--- src/rtl/cpu_controller.sv ---
// -----------------------------------------------------------------------------
// cpu_controller
//
// Moore-style sequencer and instruction decoder for the datapath. It steps
// through fetch (IF1, IF2, UPC), decode, and the per-instruction execute,
// memory and writeback states. It drives every datapath control strobe, the
// memory command, and the PC and address-register loads.
//
// Every output is a registered function of the state being entered. The
// register-number, shift and ALU fields are taken from the instruction
// register, which stays stable from DECODE to the end of the instruction.
//
// Ports
//   clk        system clock; all state changes on the rising edge
//   rst_n      synchronous active-low reset
//   ir         instruction: [15:13] opcode, [12:11] op, [10:8] Rn,
//              [7:5] Rd, [4:3] shift, [2:0] Rm
//   Z_out      datapath status flags {V,N,Z}; observed only
//   readnum1   register-file read port 1 (feeds B)
//   readnum2   register-file read port 2 (feeds A)
//   writenum   register-file write address
//   write      register-file write enable
//   vsel       writeback select: 00 mdata, 01 sximm8, 10 pc, 11 C
//   loadab     load A and B
//   asel       force Ain to zero
//   bsel       select sximm5 for Bin
//   shift      shifter control
//   ALUop      ALU operation
//   loadc      load C
//   loads      load status register
//   load_ir    load instruction register
//   load_pc    load PC
//   reset_pc   PC next-value mux selects RST_PC
//   addr_sel   memory address source: 1 PC, 0 address register
//   load_addr  load address register from datapath_out
//   mem_cmd    memory command: 00 none, 01 read, 10 write
//   halted     high while in HALT
// -----------------------------------------------------------------------------
module cpu_controller #(
    parameter logic [8:0] RST_PC = 9'd0
) (
    input  logic        clk,
    input  logic        rst_n,
    input  logic [15:0] ir,
    input  logic [2:0]  Z_out,
    output logic [2:0]  readnum1,
    output logic [2:0]  readnum2,
    output logic [2:0]  writenum,
    output logic        write,
    output logic [1:0]  vsel,
    output logic        loadab,
    output logic        asel,
    output logic        bsel,
    output logic [1:0]  shift,
    output logic [1:0]  ALUop,
    output logic        loadc,
    output logic        loads,
    output logic        load_ir,
    output logic        load_pc,
    output logic        reset_pc,
    output logic        addr_sel,
    output logic        load_addr,
    output logic [1:0]  mem_cmd,
    output logic        halted
);

    typedef enum logic [4:0] {
        S_RST, S_IF1, S_IF2, S_UPC, S_DECODE,
        S_WIMM, S_GETAB, S_EXEC, S_WB,
        S_ADDR, S_LADDR, S_MRD, S_LWB,
        S_GETRD, S_MOVRD, S_MWR, S_HALT
    } state_t;

    localparam logic [1:0] MEM_NONE  = 2'b00;
    localparam logic [1:0] MEM_READ  = 2'b01;
    localparam logic [1:0] MEM_WRITE = 2'b10;

    localparam logic [1:0] VSEL_MDATA = 2'b00;
    localparam logic [1:0] VSEL_IMM8  = 2'b01;
    localparam logic [1:0] VSEL_C     = 2'b11;

    // The flags and the reset PC value belong to the datapath; the controller
    // only strobes reset_pc and never branches on the flags.
    logic unused_inputs;
    assign unused_inputs = ^{Z_out, RST_PC};

    // Instruction fields
    logic [2:0] opcode, rn, rd, rm;
    logic [1:0] op;
    assign opcode = ir[15:13];
    assign op     = ir[12:11];
    assign rn     = ir[10:8];
    assign rd     = ir[7:5];
    assign rm     = ir[2:0];

    logic is_movi, is_movr, is_alu, is_ldr, is_str, is_cmp;
    assign is_movi = (opcode == 3'b110) && (op == 2'b10);
    assign is_movr = (opcode == 3'b110) && (op == 2'b00);
    assign is_alu  = (opcode == 3'b101);
    assign is_ldr  = (opcode == 3'b011) && (op == 2'b00);
    assign is_str  = (opcode == 3'b100) && (op == 2'b00);
    assign is_cmp  = is_alu && (op == 2'b01);

    state_t     state_q, state_d;
    logic [2:0] readnum1_q, readnum1_d;
    logic [2:0] readnum2_q, readnum2_d;
    logic [2:0] writenum_q, writenum_d;
    logic       write_q, write_d;
    logic [1:0] vsel_q, vsel_d;
    logic       loadab_q, loadab_d;
    logic       asel_q, asel_d;
    logic       bsel_q, bsel_d;
    logic [1:0] shift_q, shift_d;
    logic [1:0] alu_op_q, alu_op_d;
    logic       loadc_q, loadc_d;
    logic       loads_q, loads_d;
    logic       load_ir_q, load_ir_d;
    logic       load_pc_q, load_pc_d;
    logic       reset_pc_q, reset_pc_d;
    logic       addr_sel_q, addr_sel_d;
    logic       load_addr_q, load_addr_d;
    logic [1:0] mem_cmd_q, mem_cmd_d;
    logic       halted_q, halted_d;

    // Next-state logic
    always_comb begin
        state_d = state_q;
        case (state_q)
            S_RST:    state_d = S_IF1;
            S_IF1:    state_d = S_IF2;
            S_IF2:    state_d = S_UPC;
            S_UPC:    state_d = S_DECODE;
            S_DECODE: begin
                if (is_movi)
                    state_d = S_WIMM;
                else if (is_movr || is_alu || is_ldr || is_str)
                    state_d = S_GETAB;
                else
                    state_d = S_HALT;
            end
            S_WIMM:   state_d = S_IF1;
            S_GETAB:  state_d = (is_ldr || is_str) ? S_ADDR : S_EXEC;
            // CMP only updates the status register, so it skips writeback.
            S_EXEC:   state_d = is_cmp ? S_IF1 : S_WB;
            S_WB:     state_d = S_IF1;
            S_ADDR:   state_d = S_LADDR;
            S_LADDR:  state_d = is_str ? S_GETRD : S_MRD;
            S_MRD:    state_d = S_LWB;
            S_LWB:    state_d = S_IF1;
            S_GETRD:  state_d = S_MOVRD;
            S_MOVRD:  state_d = S_MWR;
            S_MWR:    state_d = S_IF1;
            S_HALT:   state_d = S_HALT;
            default:  state_d = S_RST;
        endcase
    end

    // Output decode of the state being entered, so the registered outputs
    // line up with the state register.
    always_comb begin
        readnum1_d  = 3'd0;
        readnum2_d  = 3'd0;
        writenum_d  = 3'd0;
        write_d     = 1'b0;
        vsel_d      = VSEL_MDATA;
        loadab_d    = 1'b0;
        asel_d      = 1'b0;
        bsel_d      = 1'b0;
        shift_d     = 2'b00;
        alu_op_d    = 2'b00;
        loadc_d     = 1'b0;
        loads_d     = 1'b0;
        load_ir_d   = 1'b0;
        load_pc_d   = 1'b0;
        reset_pc_d  = 1'b0;
        addr_sel_d  = 1'b0;
        load_addr_d = 1'b0;
        mem_cmd_d   = MEM_NONE;
        halted_d    = 1'b0;
        case (state_d)
            S_RST: begin
                reset_pc_d = 1'b1;
                load_pc_d  = 1'b1;
            end
            S_IF1: begin
                mem_cmd_d  = MEM_READ;
                addr_sel_d = 1'b1;
            end
            S_IF2: begin
                mem_cmd_d  = MEM_READ;
                addr_sel_d = 1'b1;
                load_ir_d  = 1'b1;
            end
            S_UPC:    load_pc_d = 1'b1;
            S_WIMM: begin
                vsel_d     = VSEL_IMM8;
                writenum_d = rn;
                write_d    = 1'b1;
            end
            S_GETAB: begin
                loadab_d = 1'b1;
                if (is_movr) begin
                    readnum1_d = rm;
                end else if (is_alu) begin
                    readnum2_d = rn;
                    readnum1_d = rm;
                end else begin
                    readnum2_d = rn;
                end
            end
            S_EXEC: begin
                shift_d = ir[4:3];
                loadc_d = 1'b1;
                if (is_alu) begin
                    alu_op_d = op;
                    loads_d  = 1'b1;
                end else begin
                    // MOV reg passes the shifted operand through as 0 + B.
                    asel_d = 1'b1;
                end
            end
            S_WB: begin
                vsel_d     = VSEL_C;
                writenum_d = rd;
                write_d    = 1'b1;
            end
            S_ADDR: begin
                bsel_d  = 1'b1;
                loadc_d = 1'b1;
            end
            S_LADDR:  load_addr_d = 1'b1;
            S_MRD:    mem_cmd_d   = MEM_READ;
            // Read stays asserted so mdata is still valid while it is written.
            S_LWB: begin
                mem_cmd_d  = MEM_READ;
                vsel_d     = VSEL_MDATA;
                writenum_d = rd;
                write_d    = 1'b1;
            end
            S_GETRD: begin
                readnum1_d = rd;
                loadab_d   = 1'b1;
            end
            S_MOVRD: begin
                asel_d  = 1'b1;
                loadc_d = 1'b1;
            end
            S_MWR:    mem_cmd_d = MEM_WRITE;
            S_HALT:   halted_d  = 1'b1;
            default: ;
        endcase
    end

    always_ff @(posedge clk) begin
        if (!rst_n) begin
            state_q     <= S_RST;
            readnum1_q  <= 3'd0;
            readnum2_q  <= 3'd0;
            writenum_q  <= 3'd0;
            write_q     <= 1'b0;
            vsel_q      <= VSEL_MDATA;
            loadab_q    <= 1'b0;
            asel_q      <= 1'b0;
            bsel_q      <= 1'b0;
            shift_q     <= 2'b00;
            alu_op_q    <= 2'b00;
            loadc_q     <= 1'b0;
            loads_q     <= 1'b0;
            load_ir_q   <= 1'b0;
            load_pc_q   <= 1'b1;
            reset_pc_q  <= 1'b1;
            addr_sel_q  <= 1'b0;
            load_addr_q <= 1'b0;
            mem_cmd_q   <= MEM_NONE;
            halted_q    <= 1'b0;
        end else begin
            state_q     <= state_d;
            readnum1_q  <= readnum1_d;
            readnum2_q  <= readnum2_d;
            writenum_q  <= writenum_d;
            write_q     <= write_d;
            vsel_q      <= vsel_d;
            loadab_q    <= loadab_d;
            asel_q      <= asel_d;
            bsel_q      <= bsel_d;
            shift_q     <= shift_d;
            alu_op_q    <= alu_op_d;
            loadc_q     <= loadc_d;
            loads_q     <= loads_d;
            load_ir_q   <= load_ir_d;
            load_pc_q   <= load_pc_d;
            reset_pc_q  <= reset_pc_d;
            addr_sel_q  <= addr_sel_d;
            load_addr_q <= load_addr_d;
            mem_cmd_q   <= mem_cmd_d;
            halted_q    <= halted_d;
        end
    end

    assign readnum1  = readnum1_q;
    assign readnum2  = readnum2_q;
    assign writenum  = writenum_q;
    assign write     = write_q;
    assign vsel      = vsel_q;
    assign loadab    = loadab_q;
    assign asel      = asel_q;
    assign bsel      = bsel_q;
    assign shift     = shift_q;
    assign ALUop     = alu_op_q;
    assign loadc     = loadc_q;
    assign loads     = loads_q;
    assign load_ir   = load_ir_q;
    assign load_pc   = load_pc_q;
    assign reset_pc  = reset_pc_q;
    assign addr_sel  = addr_sel_q;
    assign load_addr = load_addr_q;
    assign mem_cmd   = mem_cmd_q;
    assign halted    = halted_q;

endmodule

--- config.mk ---
export PLATFORM = sky130hd
export DESIGN_NAME = cpu_controller
export DESIGN_NICKNAME = d
export VERILOG_FILES = /design/src/rtl/cpu_controller.sv
export SDC_FILE = /design/constraint.sdc
export NUM_CORES = 1
export LEC_CHECK = 0
export CORE_MARGIN = 5
export CORE_UTILIZATION = 34
export DETAILED_ROUTE_END_ITERATION = 8
export GPL_TIMING_DRIVEN = 0
export MAX_ROUTING_LAYER = met4
export PLACE_DENSITY = 0.68
export SYNTH_ARGS = -nofsm -noshare
export SYNTH_HDL_FRONTEND = slang
export SYNTH_SLANG_ARGS = --single-unit
--- constraint.sdc ---
create_clock -name clk -period 2.8 [get_ports clk]
set_input_delay 0.7 -clock clk [delete_from_list [all_inputs] [get_ports clk]]
set_output_delay 0.7 -clock clk [all_outputs]
set_load 0.02 [all_outputs]
Word level (Yosys, flattened, before mapping)
Cells that the tools add are included.

Flip-flop bits (word level): 34. Input port bits: 21. Output and inout port bits: 29. Logic and storage cells: 107.

Equal/unequal tests: 37. Muxes and demuxes: 25. Bitwise gates (word level): 2. Reductions and logical operators: 23.

Operator list (number): == test 5 x 4 -> 1 bit (second input constant) (16); case mux 5 bit (13 select lines) (1); == test 5 x 3 -> 1 bit (second input constant) (7); == test 5 x 2 -> 1 bit (second input constant) (4); 2-to-1 mux 1 bit (12); case mux 3 bit (2 select lines) (2); == test 5 x 1 -> 1 bit (second input constant) (2); == test 5 bit (second input constant) (2); logical NOT 5 bit (2); 2-to-1 mux 5 bit (2); == test 3 bit (second input constant) (3); 2-to-1 mux 3 bit (3); OR reduction 3 bit (3); 2-to-1 mux 4 bit (2); case mux 2 bit (2 select lines) (2); OR reduction 2 bit (4); logical AND 1 bit (5); OR reduction 5 bit (1); logical OR 1 bit (4); OR reduction 4 bit (1); == test 3 x 2 -> 1 bit (second input constant) (1); AND reduction 3 bit (1); == test 2 x 1 -> 1 bit (second input constant) (1); == test 2 bit (second input constant) (1); 4 further kinds (5).

Longest topological paths before layout
Depth after elaboration: 11. Gate-level depth with buffers: 9. Gate-level depth less buffers: 7.

Least setup slack after synthesis
No wires, ideal clock.

Path kind: input -> register. Start: in ir[13]. End: reg readnum1_q[0], in the netlist readnum1[0]. Data arrival time: 2184 ps. Data required time: 2708 ps. Path slack: 524 ps. Stages on the path: 6. Cell sequence: clkbuf_1 -> nor4b_2 -> a211oi_2 -> a221oi_4 -> nand4_2 -> o32ai_1.

Longest elaborated chain between the ends: 10. Elaborated cells between the ends (all ways): 24.

Ends and longest elaborated chain: start: declaration (line 44) `input logic [15:0] ir,`; == test 3 bit (line 97, 98); logical AND 1 bit (line 98) `assign is_movr = (opcode == 3'b110) && (op == 2'b00);`; logical OR 1 bit (3 in series) (line 136) `else if (is_movr || is_alu || is_ldr || is_str)`; 2-to-1 mux 5 bit (line 136); 2-to-1 mux 5 bit (line 134) `if (is_movi)`; case mux 5 bit (13 select lines) (line 128) `case (state_q)`; == test 5 x 4 -> 1 bit / == test 5 x 3 -> 1 bit (equally long branches) (line 180) `case (state_d)`; case mux 3 bit (2 select lines) * (line 180); end signal: assignment (line 278) `readnum1_q <= readnum1_d;`; end: declaration (line 105) `logic [2:0] readnum1_q, readnum1_d;`.

Mark *: on every way between the ends. The rest lies on a longest branch, timed or not. A chain may end at the register's enable or synchronous reset.

Worst setup path after layout
Start: in ir[14]. End: reg alu_op_q[1], in the netlist ALUop[1].

Longest elaborated chain between the ends: 10. Elaborated cells between the ends (all ways): 21.

Ends and longest elaborated chain: == test 3 bit (line 97, 98); logical AND 1 bit (line 98); logical OR 1 bit (3 in series) (line 136); 2-to-1 mux 5 bit (line 136); 2-to-1 mux 5 bit (line 134); case mux 5 bit (13 select lines) (line 128); == test 5 x 3 -> 1 bit (line 180); AND reduction 3 bit (no line) *; end signal: assignment (line 287) `alu_op_q <= alu_op_d;`; end: declaration (line 114) `logic [1:0] alu_op_q, alu_op_d;`.

Marks and branches as above.

==> reports/results.env <==
OUTCOME='complete, no violations'
AVGSYNTHCELLAREA_UM2=9.09
TOTALWIRELENGTH_MM=4.25
SLEW_VIOL_FINAL=0
MUX_CONTRIBUTION_TO_SYNTHESIZED_AREA_PCT=0
DOMINANT_COMBINATIONAL_CELL_FAMILY_BY_AREA_AFTER_SYNTHESIS='simple AND/OR/NAND/NOR gates'
LAYOUTNONFILLERINSTCOUNT=287
PORTBUFFERS=45
MAX_SLEW_MARGIN_PCT=49.6
SYNTH_COMPOUND_AREA_SHARE_PCT=20.4
FIRST_ITER_VIOLATIONS=133
SYN_AREA_UM2=1640
CRITPATHCAPTURETYPE='flip-flop'
VIAS_IN_THE_FIRST_GLOBAL_ROUTE=1458
DRT_PASS1_ITERATIONS=4
FINAL_CORE_UTILIZATION_PCT=49.8
SYNTH-XOR-AREA-SHARE_PCT=1.07
CAP_VIOL_MAX_COUNT=0
SYNTH_TOP_FLOP_CELL='sky130_fd_sc_hd__dfxtp_1'
SYNTH_SIMPLE_GATE_AREA_SHARE_PCT=30.1
SETUP-VIOLATIONS-FINAL=0
LEAKAGE_nW=0.847
PLACE_INST=279
DRT-VIAS-PER-INSTANCE=5.29
TIMING.HOLD.WORST.CLASS='flip-flop to flip-flop'
CRITPATHARRIVALTIME_NS=2.86
GP_CONGESTION=0.859
CTS-BUFFERS-INSERTED=5
SYN_TO_FINAL_GROWTH_PCT=42.9
PIN_COUNT=50
NUMBER_OF_SYNTHESIZED_FLOPS_WITH_AN_ENABLE_PIN=0
WORSTREG2REGEND='readnum1[1]'
VDD_DROP_MAX_V=0.000220
CRITICAL_PATH_CLASS='primary input to flip-flop'
WORST-SLEW-PIN-TRANSITION_NS=0.749
WORSTREGTOREGCELLS=6
N_ANTENNA_CELL=0
FLOORPLAN.CORE_AREA_UM2=4690
CRIT_START_CATEGORY='primary input'
HTREE_LEVELS=2
FRACTION_OF_LAYOUT_INSTANCES_USING_A_DRIVE_STRENGTH_ABOVE_1_PCT=16.3
FP.DIEAREA_UM2=6300
YS_SEQ_AREA_SHARE_PCT=41.6
PERIOD_MINUS_SLACK_NS=2.65
REPORT.FINAL.HOLD_VIOL_COUNT=0
WORSTSETUPSTARTPOINT='ir[14]'
WORSTSKEWPAIRLATENCY_NS=0.29
NETLIST_INSTANCES=180
GRT_PASS1_WL_MM=7.02
WORST-PATH-MAX-FANOUT=10
YOSYS_REGISTER_BITS=34
CTS.SINKS=34
POST_SYNTH_FA_HA_MAJ_AREA_FRACTION_PCT=0
DIEWIDTH_UM=79.4
WORST-R2R-SETUP-SLACK_NS=0.55
HOLD_FIX_BUFFERS_CTS=0
MIN_PERIOD_OVER_PERIOD_PCT=94.5
MAXIMUM_NUMBER_OF_PINS_ON_ONE_NET_BEFORE_GLOBAL_ROUTE_REPAIR=11
FINALCLOCKSKEW_NS=0.0109
GRT_RESOURCE_USAGE_TOTAL_PCT=14.7
POWER.DENSITY_CELL_AREA_nW_PER_UM2=541
TRITONCTS='built'
ROWS=25
YS_ASYNC_SR_FRACTION_PCT=0
CLOCK-ROOT-BUFFER='sky130_fd_sc_hd__clkbuf_8'
GRT.OVERFLOW.TOTAL=0
DIE_HEIGHT_UM=79.4
ACHIEVABLE-FREQUENCY_GHz=0.378
DPL.HPWL_MM=3.21
CTS-ROOT-TO-SINK-BUFFERS=2
DRTANTENNAVIOLNETS=0
MAPPEDNETLISTNETS=201
WORST_SETUP_HOLD_PATH_CLK_SLEW_NS=0.07
FIN_TNS_SETUP_NS=0
REGTOREGSTARTPOINT='state_q[1]'
CP_DATA_REQUIRED_TIME_NS=3.01
START_UTIL_PCT=34.9
ANTENNA_FOUND_INITIAL=0
SYNTH_CELL_TYPE_COUNT=53
FINISH.NET_COUNT=255
WL_PER_CELL_UM=14.8
ENDPOINT='ALUop[1]'
DR_TOTAL_VIAS=1519
DRT_DRC_VIOLATIONS_LEFT=0
YOSYSWARNINGS=0
-- worst min path at each step --
stage	from	end	slack [ns]	cells after the start
finish	state_q[2]	load_pc	0.70	4
global route	state_q[2]	load_ir	0.76	4
CTS	state_q[2]	load_pc	0.69	4
detailed placement	state_q[2]	load_pc	0.68	4
global placement	state_q[2]	load_pc	0.69	4
floorplan	state_q[2]	load_addr	0.61	4
-- registers in the layout (all words and copies together) (netlist names), 2 cells and up --
signal and count:
readnum1 3, ALUop 2, readnum2 3, state_q 5
mem_cmd 2, vsel 2, shift 2, writenum 3
-- stage by stage --
step,area [µm²],power [mW],hold WS [ns],setup WS [ns]
floorplan,1640,0.776,0.615,0.524
global placement,2150,0.892,0.687,-0.398
detailed placement,2150,0.895,0.678,-0.370
CTS,2250,1.25,0.689,0.0172
global route,2340,1.34,0.764,-0.00457
finish,2340,1.26,0.700,0.153
-- where the power goes --
part | internal [mW] | switching [mW] | leakage (nW) | total, mW
Combinational | 0.165 | 0.224 | 0.528 | 0.388
Sequential | 0.516 | 0.0111 | 0.276 | 0.527
Clock | 0.189 | 0.159 | 0.0431 | 0.348
-- routing by layer --
layer	share of wire (%)	wire (µm)	GRT usage, %
met5	0	0	-
met3	6.1	258	3.97
met4	1.6	69	5.50
met2	48	2020	23.7
met1	45	1900	17.6
-- cell families after synthesis --
logic type                count (synthesis)
xor gates and xnor gates                  2
AOI/OAI and AO/OA                        42
DFF                                      34
and+or+nand+nor                          77
buffers and inverters                    25
-- layout by cell type, fill, tap and decap left out, drive strengths merged, types with 3 or more instances in the layout --
cell type | Yosys | final
nor2 | 10 | 10
nor2b | 3 | 3
a21oi | 3 | 3
dfxtp | 34 | 34
a31oi | 5 | 5
o21ai | 8 | 8
and2 | 3 | 3
inv | 13 | 13
nand3 | 4 | 4
or2 | 3 | 3
and3b | 3 | 3
clkbuf | 5 | 10
nand4 | 5 | 5
buf | 7 | 10
a21boi | 3 | 3
nand2b | 4 | 4
o32ai | 4 | 4
nor3b | 4 | 4
nor3 | 6 | 6
clkdlybuf4s50 | 0 | 45
nand2 | 15 | 15
nor4b | 4 | 4
-- final cells by class --
cell class / count / area (µm²)
clock buffers: 6 / 82.6
plain buffers: 11 / 73.8
inverters: 13 / 48.8
fillers: 444 / 2350
multi-input cells: 121 / 911
repair buffers: 48 / 473
well taps: 54 / 67.6
flip-flops and latches: 34 / 681
-- worst max-delay path, stage by stage --
cell and delay, ns:
sky130_fd_sc_hd__clkdlybuf4s50_1 0.55, sky130_fd_sc_hd__buf_6 0.16, sky130_fd_sc_hd__nor4b_4 0.28, sky130_fd_sc_hd__a211oi_4 0.15, sky130_fd_sc_hd__a221oi_4 0.42, sky130_fd_sc_hd__buf_4 0.20
sky130_fd_sc_hd__nand4_1 0.21, sky130_fd_sc_hd__nor3_1 0.20
-- Yosys cell counts (all sizes together), types with 3 or more instances --
library cell,count,area (µm²)
nor2,10,37.5
and3b,3,26.3
a21oi,3,15.0
inv,13,48.8
a31oi,5,31.3
or2,3,18.8
dfxtp,34,681
nor2b,3,18.8
a21boi,3,22.5
clkbuf,5,20.0
buf,7,41.3
nand2,15,56.3
nor3,6,30.0
nor4b,4,53.8
o21ai,8,40.0
nand3,4,20.0
nor3b,4,30.0
nand4,5,37.5
and2,3,18.8
nand2b,4,25.0
o32ai,4,35.0
-- repair_timing --
action,in CTS,in global routing
resized for setup,1,21
setup endpoints to repair,3,20
buffers inserted,1,2
cloned,0,0
pin swaps,1,5
(Power assumes the default switching activity.)
